**src/rtl/shift_deserializer_pkg.sv**
```systemverilog
// Shared definitions for the shift_deserializer capture stage: default frame
// width, FSM state encoding and the bit-counter width helper.
package shift_deserializer_pkg;

  localparam int unsigned DefWidth = 8;

  typedef enum logic [1:0] {
    StIdle   = 2'd0,
    StShift  = 2'd1,
    StParity = 2'd2
  } state_e;

  // Counter must be able to hold WIDTH itself.
  function automatic int unsigned cnt_width(input int unsigned width);
    return $clog2(width + 1);
  endfunction

endpackage

```
**src/rtl/shift_deserializer_sipo_reg.sv**
```systemverilog
// sipo_reg: WIDTH-bit serial-in/parallel-out shift register, MSB first,
// with shift enable and asynchronous clear.
module shift_deserializer_sipo_reg #(
  parameter int unsigned WIDTH = 8
) (
  input  logic             clk,
  input  logic             rst_n,
  input  logic             en,
  input  logic             sin,
  output logic [WIDTH-1:0] q
);

  // Shift new bit in at the LSB; the first bit of a frame ends up at the MSB.
  always_ff @(posedge clk or negedge rst_n) begin
    if (!rst_n) begin
      q <= '0;
    end else if (en) begin
      q <= {q[WIDTH-2:0], sin};
    end
  end

endmodule

```
**src/rtl/shift_deserializer.sv**
```systemverilog
// shift_deserializer: serial-in/parallel-out capture stage for the MSB-first
// stream from shift_left. Reassembles WIDTH-bit words, presents them with a
// valid/ready handshake and flags a sticky overrun when a completed word has
// to be dropped. Optional feature macro: PARITY_CHECK_EN (one trailing even
// parity bit per frame, reported on parity_err).
module shift_deserializer
  import shift_deserializer_pkg::*;
#(
  parameter int unsigned WIDTH = DefWidth
) (
  input  logic             clk,
  input  logic             rst_n,
  input  logic             start,
  input  logic             sin,
  output logic [WIDTH-1:0] dout,
  output logic             dout_valid,
  input  logic             dout_ready,
  output logic             busy,
  output logic             overrun,
  input  logic             overrun_clr,
  output logic             parity_err
);

  localparam int unsigned    CntW    = cnt_width(WIDTH);
  localparam logic [CntW-1:0] LastCnt = CntW'(WIDTH - 1);
`ifdef PARITY_CHECK_EN
  localparam bit ParityEn = 1'b1;
`else
  localparam bit ParityEn = 1'b0;
`endif

  state_e           state_q, state_d;
  logic [CntW-1:0]  cnt_q, cnt_d;
  logic [WIDTH-1:0] sr_q;
  logic [WIDTH-1:0] word;
  logic             shift_en;
  logic             frame_done;
  logic             commit;
  logic             load;

  shift_deserializer_sipo_reg #(
    .WIDTH (WIDTH)
  ) u_sipo_reg (
    .clk   (clk),
    .rst_n (rst_n),
    .en    (shift_en),
    .sin   (sin),
    .q     (sr_q)
  );

  // Last data bit is on sin this cycle (a start would abort the frame instead).
  assign frame_done = (state_q == StShift) && !start && (cnt_q == LastCnt);

  // In SHIFT the final data bit is still on sin; in PARITY the word is already in sr_q.
  assign word = (state_q == StParity) ? sr_q : {sr_q[WIDTH-2:0], sin};

  // A commit lands only if the output slot is free or being emptied this cycle.
  assign load = commit && (!dout_valid || dout_ready);

  assign busy = (state_q != StIdle);

  // State register.
  always_ff @(posedge clk or negedge rst_n) begin
    if (!rst_n) begin
      state_q <= StIdle;
    end else begin
      state_q <= state_d;
    end
  end

  // Next-state logic; start always (re)starts a frame.
  always_comb begin
    state_d = state_q;
    unique case (state_q)
      StIdle:   if (start) state_d = StShift;
      StShift:  if (frame_done) state_d = ParityEn ? StParity : StIdle;
      StParity: state_d = start ? StShift : StIdle;
      default:  state_d = StIdle;
    endcase
  end

  // FSM outputs: shift enable, bit counter next value and word commit.
  always_comb begin
    shift_en = 1'b0;
    commit   = 1'b0;
    cnt_d    = cnt_q;
    unique case (state_q)
      StIdle: begin
        if (start) begin
          shift_en = 1'b1;
          cnt_d    = CntW'(1);
        end
      end
      StShift: begin
        shift_en = 1'b1;
        if (start) begin
          cnt_d = CntW'(1);
        end else if (frame_done) begin
          cnt_d  = ParityEn ? CntW'(WIDTH) : '0;
          commit = !ParityEn;
        end else begin
          cnt_d = cnt_q + CntW'(1);
        end
      end
      StParity: begin
        if (start) begin
          shift_en = 1'b1;
          cnt_d    = CntW'(1);
        end else begin
          cnt_d  = '0;
          commit = 1'b1;
        end
      end
      default: cnt_d = '0;
    endcase
  end

  // Bit counter, output word register, handshake and sticky overrun.
  always_ff @(posedge clk or negedge rst_n) begin
    if (!rst_n) begin
      cnt_q      <= '0;
      dout       <= '0;
      dout_valid <= 1'b0;
      overrun    <= 1'b0;
    end else begin
      cnt_q <= cnt_d;
      if (load) begin
        dout       <= word;
        dout_valid <= 1'b1;
      end else if (dout_valid && dout_ready) begin
        dout_valid <= 1'b0;
      end
      // A new drop wins over a simultaneous clear.
      overrun <= (overrun && !overrun_clr) || (commit && !load);
    end
  end

`ifdef PARITY_CHECK_EN
  // Even parity over data plus parity bit; only refreshed when a word commits.
  always_ff @(posedge clk or negedge rst_n) begin
    if (!rst_n) begin
      parity_err <= 1'b0;
    end else if (load) begin
      parity_err <= ^{sr_q, sin};
    end
  end
`else
  assign parity_err = 1'b0;
`endif

endmodule
```
**config.mk**
```make
export PLATFORM = sky130hd
export DESIGN_NAME = shift_deserializer
export DESIGN_NICKNAME = d
export VERILOG_FILES = /design/src/rtl/shift_deserializer_pkg.sv /design/src/rtl/shift_deserializer_sipo_reg.sv /design/src/rtl/shift_deserializer.sv
export SDC_FILE = /design/constraint.sdc
export NUM_CORES = 1
export LEC_CHECK = 0
export BUFFER_PORTS_ARGS = -buffer_cell sky130_fd_sc_hd__buf_2
export CAP_MARGIN = 20
export CORE_MARGIN = 2
export CORE_UTILIZATION = 30
export DETAILED_ROUTE_END_ITERATION = 10
export GPL_TIMING_DRIVEN = 0
export PLACE_DENSITY = 0.55
export SLEW_MARGIN = 20
export SYNTH_ARGS = -nofsm -noshare
export SYNTH_HDL_FRONTEND = slang
export SYNTH_HIERARCHICAL = 1
export SYNTH_SLANG_ARGS = --single-unit
```
**constraint.sdc**
```tcl
create_clock -name clk -period 1.5 [get_ports clk]
set_input_delay 0.075 -clock clk [delete_from_list [all_inputs] [get_ports clk]]
set_output_delay 0.075 -clock clk [all_outputs]
set_load 0.01 [all_outputs]
```
* Word-level counts from Yosys, hierarchy flattened
Index checks and enable logic that the tools add are counted.
Word-level totals: register bits after elaboration 24, input bits 6, output and inout bits 12, word-level logic and storage cells 47
Cells by class: add/sub/neg operators 1, equality and inequality tests 5, muxes and demuxes 18, reductions and logical operators 17
Operators with widths (number):
- 4-bit two-way mux | 3
- 4-bit one-hot mux with 3 select lines | 1
- 1-bit two-way mux | 8
- 8-bit two-way mux | 1
- 1-bit logical AND | 6
- 2-bit one-hot mux with 3 select lines | 1
- 4-bit by 1-bit adder with 4-bit output, second input constant | 1
- 4-bit by 3-bit equality test with 1-bit output, second input constant | 1
- 1-bit zero test | 4
- 2-bit two-way mux | 2
- 2-bit != test, second input constant | 2
- 1-bit one-hot mux with 2 select lines | 2
- 2-bit nonzero test | 2
- 2-bit by 1-bit equality test with 1-bit output, second input constant | 1
- 2-bit equality test, second input constant | 1
- 2-bit zero test | 1
- 1-bit logical OR | 2
- 2-bit AND reduction | 1
- 2-bit OR reduction | 1

* Logic depth before layout (Yosys ltp)
word-level depth 10, gate-level depth with buffers 5, gate-level depth less buffers 4

* Cells and area by module
Netlist, hierarchy kept.
By module, submodules not included:
- shift_deserializer | instances 1, cells each 48, area each 658.1 sq um, sequential area each 375.4 sq um
- shift_deserializer_sipo_reg | instances 1, cells each 17, area each 331.6 sq um, sequential area each 200.2 sq um

* Least setup slack after synthesis
Ideal clock, no wire load.
path type reg-to-reg, start reg cnt_q[0], end reg dout[0], library setup time 0.125 ns, arrival time 1.405 ns, required time 1.375 ns, slack -0.031 ns, stages on the path, launching flop included 6, path buffers 1, clock period less this slack 1.531 ns, cell sequence dfrtp_1 ha_1 and3b_1 and4b_1 buf_6 mux2_4
Between the ends: cells in the longest elaborated chain, start to end 6
RTL lines:
- start, declared | line shift_deserializer.sv:33 | logic [CntW-1:0] cnt_q, cnt_d;
- start signal, assigned | line shift_deserializer.sv:126 | cnt_q <= cnt_d;
- 4-bit by 3-bit equality test with 1-bit output | line shift_deserializer.sv:52 | assign frame_done = (state_q == StShift) && !start && (cnt_q == LastCnt);
- 1-bit logical AND | line shift_deserializer.sv:52
- 1-bit two-way mux | line shift_deserializer.sv:98 | end else if (frame_done) begin
- 1-bit two-way mux | line shift_deserializer.sv:96 | if (start) begin
- 1-bit one-hot mux with 2 select lines | line shift_deserializer.sv:87 | unique case (state_q)
- 1-bit logical AND | line shift_deserializer.sv:58 | assign load = commit && (!dout_valid || dout_ready);
- end signal, assigned | line shift_deserializer.sv:128 | dout <= word;
- end, declared | line shift_deserializer.sv:15 | output logic [WIDTH-1:0] dout,
Every way passes these cells. A chain may end at the register's enable or synchronous reset.

* Final worst setup path
start reg cnt_q[0], end reg dout[1]
The elaborated chain is that of the path after synthesis.

==> results by group <==
Synthesis
  • Syn Nets: 70
  • Synth Warn #: 6
  • Cells after synthesis: 63
  • Cell Area, Synth: between 900 and 1000 um^2
  • Syn avg cell area: ~15 um^2

Die
  • Row count: 20
  • Core footprint: between 3000 and 4000 um^2
  • Die span in y: ~60 um
  • Die X: 60.3 um
  • Die area: ~3600 um^2
  • Ports: 18
  • Starting Density: 0.314

Run status
  • Status: complete, but fails checks
  • Failing checks: setup timing

Timing
  • Setup Viol. Count Final: 1
  • Clk_skew: about 0.0083 ns
  • RSZ-0062 raised after global routing: yes
  • Fin crit share: 1.00
  • Hold_ws: about 0.010 ns
  • Final hold vios: 0
  • Pins Over Slew Limit: 0
  • Worst setup margin: -0.00351 ns
  • Post-route minimum period: between 1.5 and 2 ns
  • Fmax: 665 MHz

Setup path
  • Worst Setup Start Kind: register
  • Worst setup EP type: register
  • CP max stage delay: 0.40 ns
  • Setup CP Type: reg2reg
  • Worst Path Required: roughly 1.7 ns
  • Crit-path max FO: 8
  • CP Cell Sequence: ha_2 > and3b_2 > and4b_1 > buf_6 > mux2_4
  • WP data arrival: about 1.7 ns
  • Slowest cell on the critical path: dfrtp_1

GRT
  • Largest net degree at the start of global routing: 23
  • GR Util All Layers: 0.0975
  • Vias in the first global route: about 560
  • First-pass GRT wire length: about 2500 um
  • Initial antenna violation count: 0
  • Remaining Overflow, GRT: 0

Place
  • Placed instance count: ~120
  • Dpl cell area: between 1000 and 1500 um^2
  • IO buf count: 16
  • Global placer's final weighted congestion: roughly 0.7
  • Detail Placement HPWL: approximately 990 um
  • Worst slack at placement: -0.127 ns

Power
  • PwrDens: around 1400 nW/um^2
  • Max VDD drop: around 0.00057 V
  • Leak: 0.625 nW

Clocking
  • Root Buffer: clkbuf_4
  • Reg clk slew, reported paths: roughly 0.13 ns
  • CTS Buffer Depth: 2
  • CTS tree: done
  • Later-pin clock latency in the skew report: just over 0.3 ns
  • H-Tree Depth: 1
  • CTS Buf Count: 3
  • Clk sink count: 22

Run
  • Max-cap violation count: 0

Layout
  • Fin cells: approximately 140
  • Share of cells above drive strength 1: 0.495
  • Final Util: 0.399
  • Final instance area: 1210 um^2
  • Synth-to-Final Area Change: 27.3%
  • Nets: between 90 and 100
  • Antenna diode count: 0

Route
  • Drt wl/cell: about 11 um
  • Routed Antenna Nets: 0
  • Drt initial violations: 13
  • Vias: around 580
  • Post-Route WL: 1530 um
  • Via density: 4.30
  • First-pass DRT Iterations: 3
  • DRC Markers: 0

Hold path
  • HP Class: in2reg
==> critical path: cells and delay by family (launching register included) <==
family / cells / cell delay (ns)
adder cells (fa/ha/maj): 1 / 0.18
buffers and inverters: 1 / 0.15
flip-flops: 1 / 0.40
multiplexers: 1 / 0.30
AND/OR/NAND/NOR: 2 / 0.38
==> per-stage QoR <==
stage / TNS, ns / power, mW
after global routing: -0.590 / 1.75
after detailed placement: -1.00 / 1.19
after CTS: 0 / 1.67
final: -0.00351 / 1.66
after global placement: -0.896 / 1.18
after floorplan: -0.0766 / 1.05
==> cell type report <==
| type | instances | area [um^2] |
|---|---|---|
| fill | 289 | 1820 |
| sequential | 22 | 551 |
| multi-input combinational | 36 | 365 |
| timing repair buffer | 24 | 148 |
| tap | 44 | 55.1 |
| clock inverter | 1 | 30.0 |
| buffer | 3 | 30.0 |
| clock buffer | 3 | 22.5 |
| inverter | 2 | 7.51 |
==> where the power goes <==
| part | switching, mW | internal (mW) | leakage, nW | total [mW] |
|---|---|---|---|---|
| logic | 0.154 | 0.258 | 0.324 | 0.412 |
| registers | 0.0756 | 0.717 | 0.274 | 0.793 |
| clock network | 0.181 | 0.270 | 0.0279 | 0.451 |
| total | 0.411 | 1.25 | 0.625 | 1.66 |
==> final timing paths <==
path                                       from              endpoint  slack, ns  depth (start not counted)
hold / removal                            start  cnt_q[3]$_DFFE_PN0P_       0.01                          2
setup reg to reg           cnt_q[0]$_DFFE_PN0P_   dout[1]$_DFFE_PN0P_     -0.004                          5
hold reg to reg             dout[6]$_DFFE_PN0P_   dout[6]$_DFFE_PN0P_       0.52                          1
min in group asynchronous                 rst_n   dout[6]$_DFFE_PN0P_       0.23                          2
max in group asynchronous                 rst_n     overrun$_DFF_PN0_       0.93                          2
setup / recovery           cnt_q[0]$_DFFE_PN0P_   dout[1]$_DFFE_PN0P_     -0.004                          5
==> repair_timing <==
action                                  in CTS  in global routing
setup buffers                                4                  1
endpoints found under the setup margin       8                  8
hold buffers                                 3                  0
pin swaps                                    1                  1
hold endpoints to repair                    24                  0
resized for setup                            1                  0
==> cells in the final DEF, fill, tap and decap left out <==
| cell type | n |
|---|---|
| dfrtp_1 | 22 |
| buf_2 | 16 |
| mux2_4 | 15 |
| buf_4 | 6 |
| nand2_1 | 3 |
| clkbuf_4 | 3 |
| dlygate4sd3_1 | 3 |
| inv_1 | 2 |
| nor2_1 | 2 |
| a21oi_1 | 2 |
| buf_6 | 2 |
| or2_1 | 1 |
| and3b_2 | 1 |
| nand3b_1 | 1 |
| nand2b_1 | 1 |
| o22ai_1 | 1 |
| mux2i_1 | 1 |
| o31ai_1 | 1 |
| and4b_1 | 1 |
| nand4_1 | 1 |
| or3_1 | 1 |
| o21bai_1 | 1 |
| xor2_1 | 1 |
| ha_2 | 1 |
| conb_1 | 1 |
| bufinv_16 | 1 |
==> registers in the layout, summed over array words and instances, names as in the netlist <==
register and count:
cnt_q 4, state_q 1, dout 8, u_sipo_reg/q 7, overrun 1, dout_valid 1
==> metal layers <==
layer	wire length (um)	vias to the layer above	global-route usage
met5	0	-	0
met4	17	0	0.0349
met3	85	4	0.0411
met2	696	16	0.149
met1	729	288	0.123
li1	-	273	-
Power figures use the tool's default switching activity.
